`config.mk`:
```
export PLATFORM = sky130hd
export DESIGN_NAME = uart_tx_frame_ctrl
export DESIGN_NICKNAME = d
export VERILOG_FILES = /design/src/rtl/uart_tx_pkg.sv /design/src/rtl/uart_tx_serializer.sv /design/src/rtl/uart_tx_frame_ctrl.sv
export SDC_FILE = /design/constraint.sdc
export NUM_CORES = 1
export LEC_CHECK = 0
export BUFFER_PORTS_ARGS = -buffer_cell sky130_fd_sc_hd__buf_2
export CAP_MARGIN = 15
export CELL_PAD_IN_SITES_DETAIL_PLACEMENT = 1
export CELL_PAD_IN_SITES_GLOBAL_PLACEMENT = 2
export CORE_ASPECT_RATIO = 0.6
export CORE_MARGIN = 3
export CORE_UTILIZATION = 29
export CTS_CLUSTER_SIZE = 40
export DETAILED_ROUTE_END_ITERATION = 6
export PLACE_DENSITY_LB_ADDON = 0.3
export SLEW_MARGIN = 20
export SYNTH_ARGS = -nofsm -noshare
export SYNTH_HDL_FRONTEND = slang
export SYNTH_SLANG_ARGS = --single-unit
export TNS_END_PERCENT = 1
```
`constraint.sdc`:
```
create_clock -name CLK -period 1.6 [get_ports CLK]
set_input_delay 0.08 -clock CLK [delete_from_list [all_inputs] [get_ports CLK]]
set_output_delay 0.08 -clock CLK [all_outputs]
set_load 0.02 [all_outputs]
```
`src/rtl/uart_tx_pkg.sv`:
```
`default_nettype none
// ============================================================================
// Package     : uart_tx_pkg
// Description : UART frame constants and the transmit FSM state encoding.
//               The RX side imports the same package for its frame levels.
// Revision    : 1.0  initial release
// ============================================================================
package uart_tx_pkg;

  // Transmit FSM states, in frame order
  typedef enum logic [2:0] {
    IDLE   = 3'd0,
    START  = 3'd1,
    DATA   = 3'd2,
    PARITY = 3'd3,
    STOP   = 3'd4
  } tx_state_e;

  localparam logic START_BIT  = 1'b0;
  localparam logic STOP_BIT   = 1'b1;
  localparam logic IDLE_LEVEL = 1'b1;

endpackage : uart_tx_pkg
`default_nettype wire

```
`src/rtl/uart_tx_serializer.sv`:
```
`default_nettype none
// ============================================================================
// Module      : uart_tx_serializer
// Description : Width-bit LSB-first shift register with a data bit counter.
//               load  : capture data and clear the counter
//               shift : move the next bit into position 0 and count it
//               done  : the bit in position 0 is the last data bit
// Ports       : clk, rst (sync, active high), load, shift, data[Width-1:0],
//               bit_out (current bit), next_bit (bit after a shift), done
// Revision    : 1.0  initial release
// ============================================================================
module uart_tx_serializer #(
  parameter int Width = 8
) (
  input  logic             clk,
  input  logic             rst,
  input  logic             load,
  input  logic             shift,
  input  logic [Width-1:0] data,
  output logic             bit_out,
  output logic             next_bit,
  output logic             done
);

  // A 1-bit frame still needs a 1-bit counter
  localparam int CNT_W = (Width > 1) ? $clog2(Width) : 1;
  localparam logic [CNT_W-1:0] LAST_IDX = CNT_W'(Width - 1);

  logic [Width-1:0] r_shift;
  logic [CNT_W-1:0] r_cnt;

  always_ff @(posedge clk) begin
    if (rst) begin
      r_shift <= '0;
      r_cnt   <= '0;
    end else if (load) begin
      r_shift <= data;
      r_cnt   <= '0;
    end else if (shift) begin
      r_shift <= r_shift >> 1;
      r_cnt   <= r_cnt + CNT_W'(1);
    end
  end

  assign bit_out = r_shift[0];
  assign done    = (r_cnt == LAST_IDX);

  // The FSM registers the line one cycle ahead, so it needs the bit that
  // will sit in position 0 after the shift happening on the same edge.
  generate
    if (Width > 1) begin : g_next_wide
      assign next_bit = r_shift[1];
    end else begin : g_next_narrow
      assign next_bit = 1'b0;
    end
  endgenerate

endmodule : uart_tx_serializer
`default_nettype wire

```
`src/rtl/uart_tx_frame_ctrl.sv`:
```
`default_nettype none
// ============================================================================
// Module      : uart_tx_frame_ctrl
// Description : UART transmit framing controller. Accepts a word on a
//               valid/busy handshake and sends start, Width data bits
//               LSB-first, optional parity, stop. One bit per CLK.
// Config      : UART_TX_TWO_STOP_EN - two stop cycles instead of one
// Ports       : CLK, RST (sync, active high), P_DATA[Width-1:0], Data_Valid,
//               PAR_EN, par_bit (from parity calculator),
//               TX_OUT (registered line, idle high), Busy (registered)
// Revision    : 1.0  initial release
// ============================================================================
module uart_tx_frame_ctrl
  import uart_tx_pkg::*;
#(
  parameter int Width = 8
) (
  input  logic             CLK,
  input  logic             RST,
  input  logic [Width-1:0] P_DATA,
  input  logic             Data_Valid,
  input  logic             PAR_EN,
  input  logic             par_bit,
  output logic             TX_OUT,
  output logic             Busy
);

  tx_state_e r_state;
  logic      r_par_en;
`ifdef UART_TX_TWO_STOP_EN
  logic      r_stop_second;
`endif

  logic w_load;
  logic w_shift;
  logic w_bit_out;
  logic w_next_bit;
  logic w_done;

  // Busy is low only in IDLE, so this is the Data_Valid && !Busy handshake
  assign w_load  = (r_state == IDLE) && Data_Valid;
  assign w_shift = (r_state == DATA) && !w_done;

  uart_tx_serializer #(
    .Width (Width)
  ) u_serializer (
    .clk      (CLK),
    .rst      (RST),
    .load     (w_load),
    .shift    (w_shift),
    .data     (P_DATA),
    .bit_out  (w_bit_out),
    .next_bit (w_next_bit),
    .done     (w_done)
  );

  // TX_OUT is registered: every transition loads the level for the state
  // being entered, so the line always reflects the current state.
  always_ff @(posedge CLK) begin
    if (RST) begin
      r_state       <= IDLE;
      r_par_en      <= 1'b0;
      TX_OUT        <= IDLE_LEVEL;
      Busy          <= 1'b0;
`ifdef UART_TX_TWO_STOP_EN
      r_stop_second <= 1'b0;
`endif
    end else begin
      case (r_state)
        IDLE: begin
          if (Data_Valid) begin
            r_state  <= START;
            r_par_en <= PAR_EN;
            TX_OUT   <= START_BIT;
            Busy     <= 1'b1;
          end
        end
        START: begin
          r_state <= DATA;
          TX_OUT  <= w_bit_out;
        end
        DATA: begin
          if (w_done) begin
            if (r_par_en) begin
              r_state <= PARITY;
              TX_OUT  <= par_bit;
            end else begin
              r_state <= STOP;
              TX_OUT  <= STOP_BIT;
            end
          end else begin
            TX_OUT <= w_next_bit;
          end
        end
        PARITY: begin
          r_state <= STOP;
          TX_OUT  <= STOP_BIT;
        end
        STOP: begin
`ifdef UART_TX_TWO_STOP_EN
          if (!r_stop_second) begin
            r_stop_second <= 1'b1;
          end else begin
            r_stop_second <= 1'b0;
            r_state       <= IDLE;
            TX_OUT        <= IDLE_LEVEL;
            Busy          <= 1'b0;
          end
`else
          r_state <= IDLE;
          TX_OUT  <= IDLE_LEVEL;
          Busy    <= 1'b0;
`endif
        end
        default: begin
          r_state <= IDLE;
          TX_OUT  <= IDLE_LEVEL;
          Busy    <= 1'b0;
        end
      endcase
    end
  end

endmodule : uart_tx_frame_ctrl
`default_nettype wire

```
======== Word level (Yosys, flattened, before mapping) ========
Index checks and enable logic that the tools add are counted.
word-level totals
  register bits ........................... 17
  latch bits .............................. 0
  bits in writable memories ............... 0
  memory bits (read-only) ................. 0
  input port bits ......................... 13
  output and inout port bits .............. 2
  memories ................................ 0
operators by class
  add/subtract/negate cells ............... 1
  multiply operators ...................... 0
  div/mod/pow operators ................... 0
  magnitude comparators ................... 0
  equality and inequality tests ........... 6
  shift operators ......................... 0
  mux-type cells .......................... 12
  bitwise logic cells ..................... 1
  reduce and logical (&&, ||, !) cells .... 10
operators by type and width
  kind                                            count
  2-to-1 mux 8 bit                                2
  case mux 3 bit (4 select lines)                 1
  2-to-1 mux 3 bit                                3
  == test 3 x 2 -> 1 bit (second input constant)  2
  AND reduction 2 bit                             3
  2-to-1 mux 1 bit                                4
  != test 2 bit (second input constant)           2
  adder 3 x 1 -> 3 bit (second input constant)    1
  == test 3 x 1 -> 1 bit (second input constant)  1
  == test 3 bit (second input constant)           1
  logical NOT 3 bit                               1
  case mux 1 bit (3 select lines)                 1
  OR reduction 3 bit                              1
  logical AND 1 bit                               2
  case mux 1 bit (2 select lines)                 1
  nonzero test 2 bit                              1
  OR reduction 2 bit                              1
  logical NOT 1 bit                               1
  inverter 1 bit                                  1

======== Longest topological paths before layout ========
Gate-level depths: netlist of run 1.
  depth in word-level cells ............... 5
  gate-level depth with buffers ........... 6
  depth with buffers taken out ............ 5

======== By module ========
From an unflattened synthesis of run 1, not the netlist that was laid out.
second synthesis, totals
  cell total of the unflattened synthesis .. 79
  area, all modules ....................... 784.5 µm²
modules (own cells, without submodules)
  module              instances  cells each  area each (µm²)
  uart_tx_serializer  1          47          496.7
  uart_tx_frame_ctrl  1          32          287.8

======== Least setup slack after synthesis of run 1 ========
Ideal clock, no wire load.
  kind .................................... register -> register
  start ................................... register u_serializer.r_cnt[0]
  end ..................................... register u_serializer.r_shift[6]
  library setup time ...................... 137 ps
  arrival time ............................ 1543 ps
  required time ........................... 1463 ps
  path slack .............................. -80 ps
  cell stages (with the launch flop) ...... 7
  path buffers ............................ 1
  path through ............................ dfxtp_1 > ha_1 > ha_1 > or4b_1 > clkbuf_1 > nand2_1 > a311oi_2
between the ends
  cells in the longest elaborated chain, start to end .. 4
ends and longest elaborated chain
  item                          line                      source
  from (decl)                   uart_tx_serializer.sv:30  logic [CNT_W-1:0] r_cnt;
  from (signal assigned)        uart_tx_serializer.sv:41  r_cnt <= r_cnt + CNT_W'(1);
  == test 3 bit                 uart_tx_serializer.sv:46  assign done = (r_cnt == LAST_IDX);
  logical NOT 1 bit             uart_tx_frame_ctrl.sv:42  assign w_shift = (r_state == DATA) && !w_done;
  logical AND 1 bit             uart_tx_frame_ctrl.sv:42
  nonzero test 2 bit (no line)  -
  to (signal assigned)          uart_tx_serializer.sv:37  r_shift <= data;
  to (signal assigned)          uart_tx_serializer.sv:40  r_shift <= r_shift >> 1;
  to (decl)                     uart_tx_serializer.sv:29  logic [Width-1:0] r_shift;
No other way between the ends.
A chain may end at the register's enable or synchronous reset.

======== Worst setup path after layout of run 1 ========
  start ................................... register u_serializer.r_cnt[1]
  end ..................................... register u_serializer.r_shift[0]
The elaborated chain is that of the path after synthesis.

==> impl_metrics.json, run 1 <==
{
  "drv_slew": 0,
  "final_common_cell": "nand2_1",
  "combinationalPowerShare_pct": 17.8,
  "hold_violations": 0,
  "synth_cell_types": 29,
  "fin_tns_setup_ns": -0.1938,
  "vias": 707,
  "grt_pass1_vias": 675,
  "internal_power_mw": 0.7142,
  "crit_path_max_fanout": 4,
  "hold_start": "PAR_EN",
  "hold_path_depth": 3,
  "worst_slew_pin_slew_ns": 0.3996,
  "sw_frac_of_total_pct": 26.93,
  "p_switching_mw": 0.2632,
  "ys_ff_latch": 17,
  "ios": 15,
  "ff2ff_path_depth": 7,
  "violations": "setup timing",
  "grt_max_degree": 18,
  "status": "complete, but fails checks",
  "r2r-start": "u_serializer.r_cnt[1]",
  "postSynthCellCount": 89,
  "drt_iter0_markers": 22,
  "overflow": 0,
  "wirelength_mm": 2.048,
  "final_cell_area_um2": 1060,
  "first_pass_iters": 4,
  "finalCritPeriodShare_pct": 103.5,
  "diodes": 0,
  "yosys.area.top_type": "dfxtp_1",
  "clock_power_share_pct": 33.0,
  "cap_violations": 0,
  "clkSlewWorstSetupHoldPaths_ns": 0.07,
  "nNetsFinal": 124,
  "viasPerCell": 4.777,
  "hp-class": "in -> reg",
  "setup_viol": 8,
  "slew_headroom_pct": 73.36,
  "worstPathRequired_ns": 1.77,
  "cts.sink_count": 17,
  "seqPwrFrac_pct": 49.2,
  "postRouteAntennaNets": 0,
  "die_y_um": 48.14,
  "h-tree-depth": 1,
  "syn_area_um2": 858.3,
  "cts_buffers": 3,
  "ys_async_sr_fraction_pct": 0,
  "p_leak_nw": 0.3928,
  "syn2layout_area_growth_pct": 23.47,
  "rsz0062_at_grt": "yes",
  "core_region_area_um2": 2663,
  "root_buffer": "clkbuf_8",
  "layout-drive-gt1-share_pct": 38.89,
  "portBuffers": 14,
  "skew_ns": 0.001331,
  "worstSkewPairLatency_ns": 0.25,
  "period_minus_slack_ns": 1.657,
  "dp_hpwl_mm": 1.492,
  "dp_slack_ns": -0.08513,
  "max_freq_mhz": 603.6,
  "synth_edf_count": 0,
  "path_class": "reg -> reg",
  "synth_top_area_share_pct": 39.65,
  "power_density_nw_per_um2": 922.3,
  "placed_area_um2": 973.4,
  "fill_cells": 319,
  "place_congestion": 0.7131,
  "antenna_found_initial": 0,
  "fin_ws_ns": -0.05662,
  "ys_warn_count": 0,
  "r2r_end": "u_serializer.r_shift[0]",
  "cp-end-kind": "flop",
  "holdPathEnd": "r_par_en",
  "synth_fp_nets": 104,
  "crit_arrival_ns": 1.82,
  "ys_top_cells_by_area": "dfxtp_1 40%, a311oi_2 12%, nand2_1 7.9%",
  "critPathLaunchType": "flop",
  "cts_tree": "built",
  "avgSynthCellArea_um2": 9.644,
  "ir_worst_vdd_uv": 302.5,
  "gr-usage-all-layers_pct": 11.72,
  "ys.flop_type": "dfxtp_1",
  "die_w_um": 76.24,
  "fin_hold_ws_ns": 0.06927,
  "routedWlPerCell_um": 13.84,
  "start_util_pct": 32.24,
  "die_area_um2": 3670,
  "clockBufferDepth": 2,
  "final_cell_mix": "17 x nand2_1, 15 x dfxtp_1, 14 x buf_2",
  "seq_area_frac_synth_pct": 39.65,
  "grt_pass1_wl_mm": 3.298,
  "r2r_slack_ns": -0.06,
  "drt_drc_violations_left": 0,
  "rows": 14
}
[cell usage after synthesis (2+ instances only)]
master and count:
buf_6 3, nand2_1 18, a311oi_2 7, inv_1 2
clkbuf_1 2, nor3_1 4, nor2_1 7, mux2i_1 2
nor4_1 2, ha_1 2, a21oi_1 5, nand2b_1 2
dfxtp_1 17
[final cells by class]
class,count,area [µm²],area share [%]
clock buffer,4,45.04,4.250
inverter,2,7.507,0.7084
multi-input combinational,62,469.2,44.27
sequential,17,342.8,32.35
tap,40,50.05,4.723
timing repair buffer,23,145.1,13.70
[power groups by stage]
stage,Combinational (mW),Clock [mW],Sequential (mW)
CTS,0.174,0.338,0.479
global route,0.191,0.351,0.485
detailed placement,0.171,0,0.488
finish,0.174,0.322,0.481
global placement,0.165,0,0.489
floorplan,0.140,0,0.486
[registers in the layout (all words and copies together), names as in the netlist]
register,cells
u_serializer.r_shift,8
r_state,3
u_serializer.r_cnt,3
Busy,1
TX_OUT,1
r_par_en,1
[kinds of logic after synthesis]
group | Yosys count | share of synthesized area (%)
buffers and inverters | 10 | 9.330
muxes | 2 | 2.332
and+or+nand+nor | 40 | 24.93
xor gates and xnor gates | 1 | 1.021
adders and majority gates | 2 | 2.915
DFF | 17 | 39.65
AOI/OAI and AO/OA | 17 | 19.83
[routing by layer]
metal,up-vias,part of all wire (%),GRT usage [%]
met3,0,6.6,5.166
met5,-,0,0
met2,19,42,18.15
met1,331,51,15.54
li1,357,-,-
met4,0,0,2.166
[critical path, cell delays in order, from the launching register on]
cell and delay [ns]:
dfxtp_2 0.34, ha_4 0.16, ha_4 0.15, buf_6 0.12
nor4b_4 0.29, buf_4 0.19, nand2_1 0.09, a311oi_2 0.24
[metrics by stage]
step | utilization (%) | power (mW) | instances
final | 39.80 | 0.9774 | 148
after global routing | 39.80 | 1.027 | 148
after CTS | 38.39 | 0.9920 | 146
after detailed placement | 36.56 | 0.6595 | 142
after global placement | 36.56 | 0.6543 | 142
after floorplan | - | 0.6251 | 89
[worst max-delay path by stage]
stage	start	end	slack (ns)	depth (start not counted)
floorplan	u_serializer.r_cnt[0]	u_serializer.r_shift[6]	0.02	6
global placement	u_serializer.r_cnt[0]	u_serializer.r_shift[6]	-0.05	5
detailed placement	u_serializer.r_cnt[0]	u_serializer.r_shift[1]	-0.09	5
CTS	u_serializer.r_cnt[0]	u_serializer.r_shift[4]	-0.06	7
global route	u_serializer.r_cnt[1]	u_serializer.r_shift[1]	-0.13	7
finish	u_serializer.r_cnt[1]	u_serializer.r_shift[0]	-0.06	7
[repair_timing]
item	in CTS	in global routing
buffers inserted	0	2
hold buffers	0	0
endpoints found under the setup margin	10	10
gates resized for setup	1	6
pin swaps	1	8
(Power assumes the default switching activity.)
==> run 2: changes to the inputs <==
Settings changed: ABC_AREA set to 1, CORE_MARGIN 3 to not set, CORE_UTILIZATION 29 to 26.
==> impl_metrics.json, run 2 <==
{
  "status": "complete, no violations",
  "cts_setup_buffers": 0,
  "ir_worst_vdd_uv": 480.7,
  "ys_async_sr_fraction_pct": 0,
  "yosys.area.top_type": "dfxtp_1",
  "first_pass_iters": 4,
  "largestRegisters": "u_serializer.r_shift x8, r_state x3, u_serializer.r_cnt x3",
  "finalPower_mw": 1.781,
  "postSynthCellCount": 127,
  "final_common_cell": "nand2_1",
  "setup_viol": 0,
  "syn_area_um2": 880.8,
  "vias": 818,
  "postRouteAntennaNets": 0,
  "final_cell_area_um2": 1039,
  "skew_ns": 0.004977,
  "synth_top_area_share_pct": 38.64,
  "cts.sink_count": 17,
  "viasPerCell": 4.398,
  "cap_violations": 0,
  "grt_pass1_wl_mm": 3.905,
  "cts_tree": "built",
  "grt_max_degree": 17,
  "drt_drc_violations_left": 0,
  "die_w_um": 77.14,
  "ys_ff_latch": 17,
  "overflow": 0,
  "worstPathRequired_ns": 1.74,
  "cts_hold_buf": 0,
  "final_cell_mix": "34 x nand2_1, 23 x inv_1, 17 x dfxtp_1, 14 x buf_2, 9 x a21oi_1",
  "seq_area_frac_synth_pct": 38.64,
  "hold_violations": 0,
  "worst_slew_pin_slew_ns": 0.3844,
  "max_freq_mhz": 666.1,
  "clkSlewWorstSetupHoldPaths_ns": 0.07,
  "combinationalPowerShare_pct": 43.8,
  "critPathLaunchType": "flop",
  "cp-end-kind": "flop",
  "ys_top_cells_by_area": "dfxtp_1 39%, nand2_1 14%, inv_1 11%",
  "finalCritPeriodShare_pct": 93.83,
  "drt_iter0_markers": 25,
  "place_congestion": 0.8275,
  "hp-class": "in -> reg",
  "regMostFlops": "u_serializer.r_shift",
  "rsz0062_at_grt": "no",
  "worstSkewPairLatency_ns": 0.26,
  "synth_cell_types": 18,
  "portBuffers": 14,
  "start_util_pct": 28.97,
  "avgSynthCellArea_um2": 6.936,
  "dp_hpwl_mm": 1.895,
  "p_switching_mw": 0.7735,
  "drv_slew": 0,
  "slew_headroom_pct": 74.10,
  "core_region_area_um2": 3040,
  "synth_most_common_cell": "nand2_1",
  "crit_arrival_ns": 1.64,
  "cts_buffers": 3,
  "sw_frac_of_total_pct": 43.44,
  "ys_warn_count": 0,
  "crit_path_max_fanout": 7,
  "synth_edf_count": 0,
  "ios": 15,
  "fin_tns_setup_ns": 0,
  "period_minus_slack_ns": 1.501,
  "rows": 15,
  "antenna_found_initial": 0,
  "path_class": "reg -> reg",
  "ys.flop_type": "dfxtp_1",
  "gr-usage-all-layers_pct": 15.07,
  "root_buffer": "clkbuf_8",
  "placed_area_um2": 984.7,
  "largest_reg_flops": 8,
  "die_area_um2": 3632,
  "seqPwrFrac_pct": 37.7,
  "wirelength_mm": 2.396,
  "nNetsFinal": 160,
  "layout-drive-gt1-share_pct": 18.06,
  "p_leak_nw": 0.5431,
  "h-tree-depth": 1,
  "internal_power_mw": 1.007,
  "syn2layout_area_growth_pct": 17.90,
  "clockBufferDepth": 2,
  "clock_power_share_pct": 18.6,
  "power_density_nw_per_um2": 1715,
  "die_y_um": 47.09,
  "synth_fp_nets": 142,
  "synth_common_cells": "34 x nand2_1, 25 x inv_1, 17 x dfxtp_1",
  "routedWlPerCell_um": 12.88,
  "diodes": 0,
  "grt_pass1_vias": 806
}
==> run 2: changes by cell type in the layout (fill, tap and decap cells not counted), moves of 4 or more <==
cell,before,now
nand4_1,0,6
nand3_1,1,7
inv_1,2,23
buf_4,7,2
a311oi_2,7,0
o21ai_0,0,7
nand2_1,17,34
a21oi_1,5,9
==> run 2: repair_timing <==
action / CTS / global route
setup endpoints to repair: 1 / 5
gates resized for setup: 1 / 2
endpoints found under the hold margin: 0 / 0
==> run 2: critical path: stages (launching register included) <==
cell and delay [ns]:
dfxtp_1 0.33, ha_1 0.20, ha_1 0.20, inv_2 0.10, nand3_4 0.12, buf_4 0.19, o21ai_0 0.16, nor3_1 0.08
==> run 2: power groups by stage <==
| stage | clock network, mW | registers (mW) | logic [mW] |
|---|---|---|---|
| 6_report | 0.331 | 0.671 | 0.779 |
| 5_1_grt | 0.352 | 0.691 | 0.893 |
| 4_1_cts | 0.343 | 0.667 | 0.774 |
| 3_5_place_dp | 0 | 0.675 | 0.769 |
| 2_1_floorplan | 0 | 0.668 | 0.595 |
| 3_3_place_gp | 0 | 0.672 | 0.746 |
==> run 2: area by class of cell <==
type                    count  area [µm²]
clock buffers               3       41.29
clock inverters             1       5.005
fillers                   412        2002
inverters                  26       97.59
multi-input cells          81       416.7
flip-flops and latches     17       340.3
well taps                  42       52.55
repair buffers             16       85.08
==> run 2: final timing paths <==
kind / start / endpoint / slack, ns / cells after the start
hold / removal: P_DATA[7] / u_serializer.r_shift[7] / 0.08 / 3
setup / recovery: u_serializer.r_cnt[0] / r_state[2] / 0.1 / 7
hold reg to reg: Busy / Busy / 0.46 / 2
setup reg to reg: u_serializer.r_cnt[0] / r_state[2] / 0.1 / 7
==> run 2: cell families (layout without fill, tap and decap cells) <==
group,count (synthesis),count (layout),synth area share [%]
compound gates,17,17,9.943
buf+inv,29,46,14.91
fa+ha+maj,2,2,2.840
flops,17,17,38.64
simple gates,62,62,33.67
==> run 2: through the flow <==
stage / util (%) / cells / setup slack [ns] / hold WS (ns)
after CTS: 33.91 / 186 / 0.03191 / 0.08849
after floorplan: - / 127 / 0.2598 / 0.1491
after global routing: 34.16 / 186 / 0.01436 / 0.1003
final: 34.16 / 186 / 0.09866 / 0.08355
after global placement: 32.39 / 182 / 0.1384 / 0.3482
after detailed placement: 32.39 / 182 / -0.003946 / 0.3579
==> run 2: metal layers <==
layer  up-vias  global-route usage, %  wire length (µm)
met5         -                      0                 0
met4         0                  6.792                40
met3         4                  3.689               113
met2        20                  23.01               976
met1       360                  20.63              1265
li1        434                      -                 -
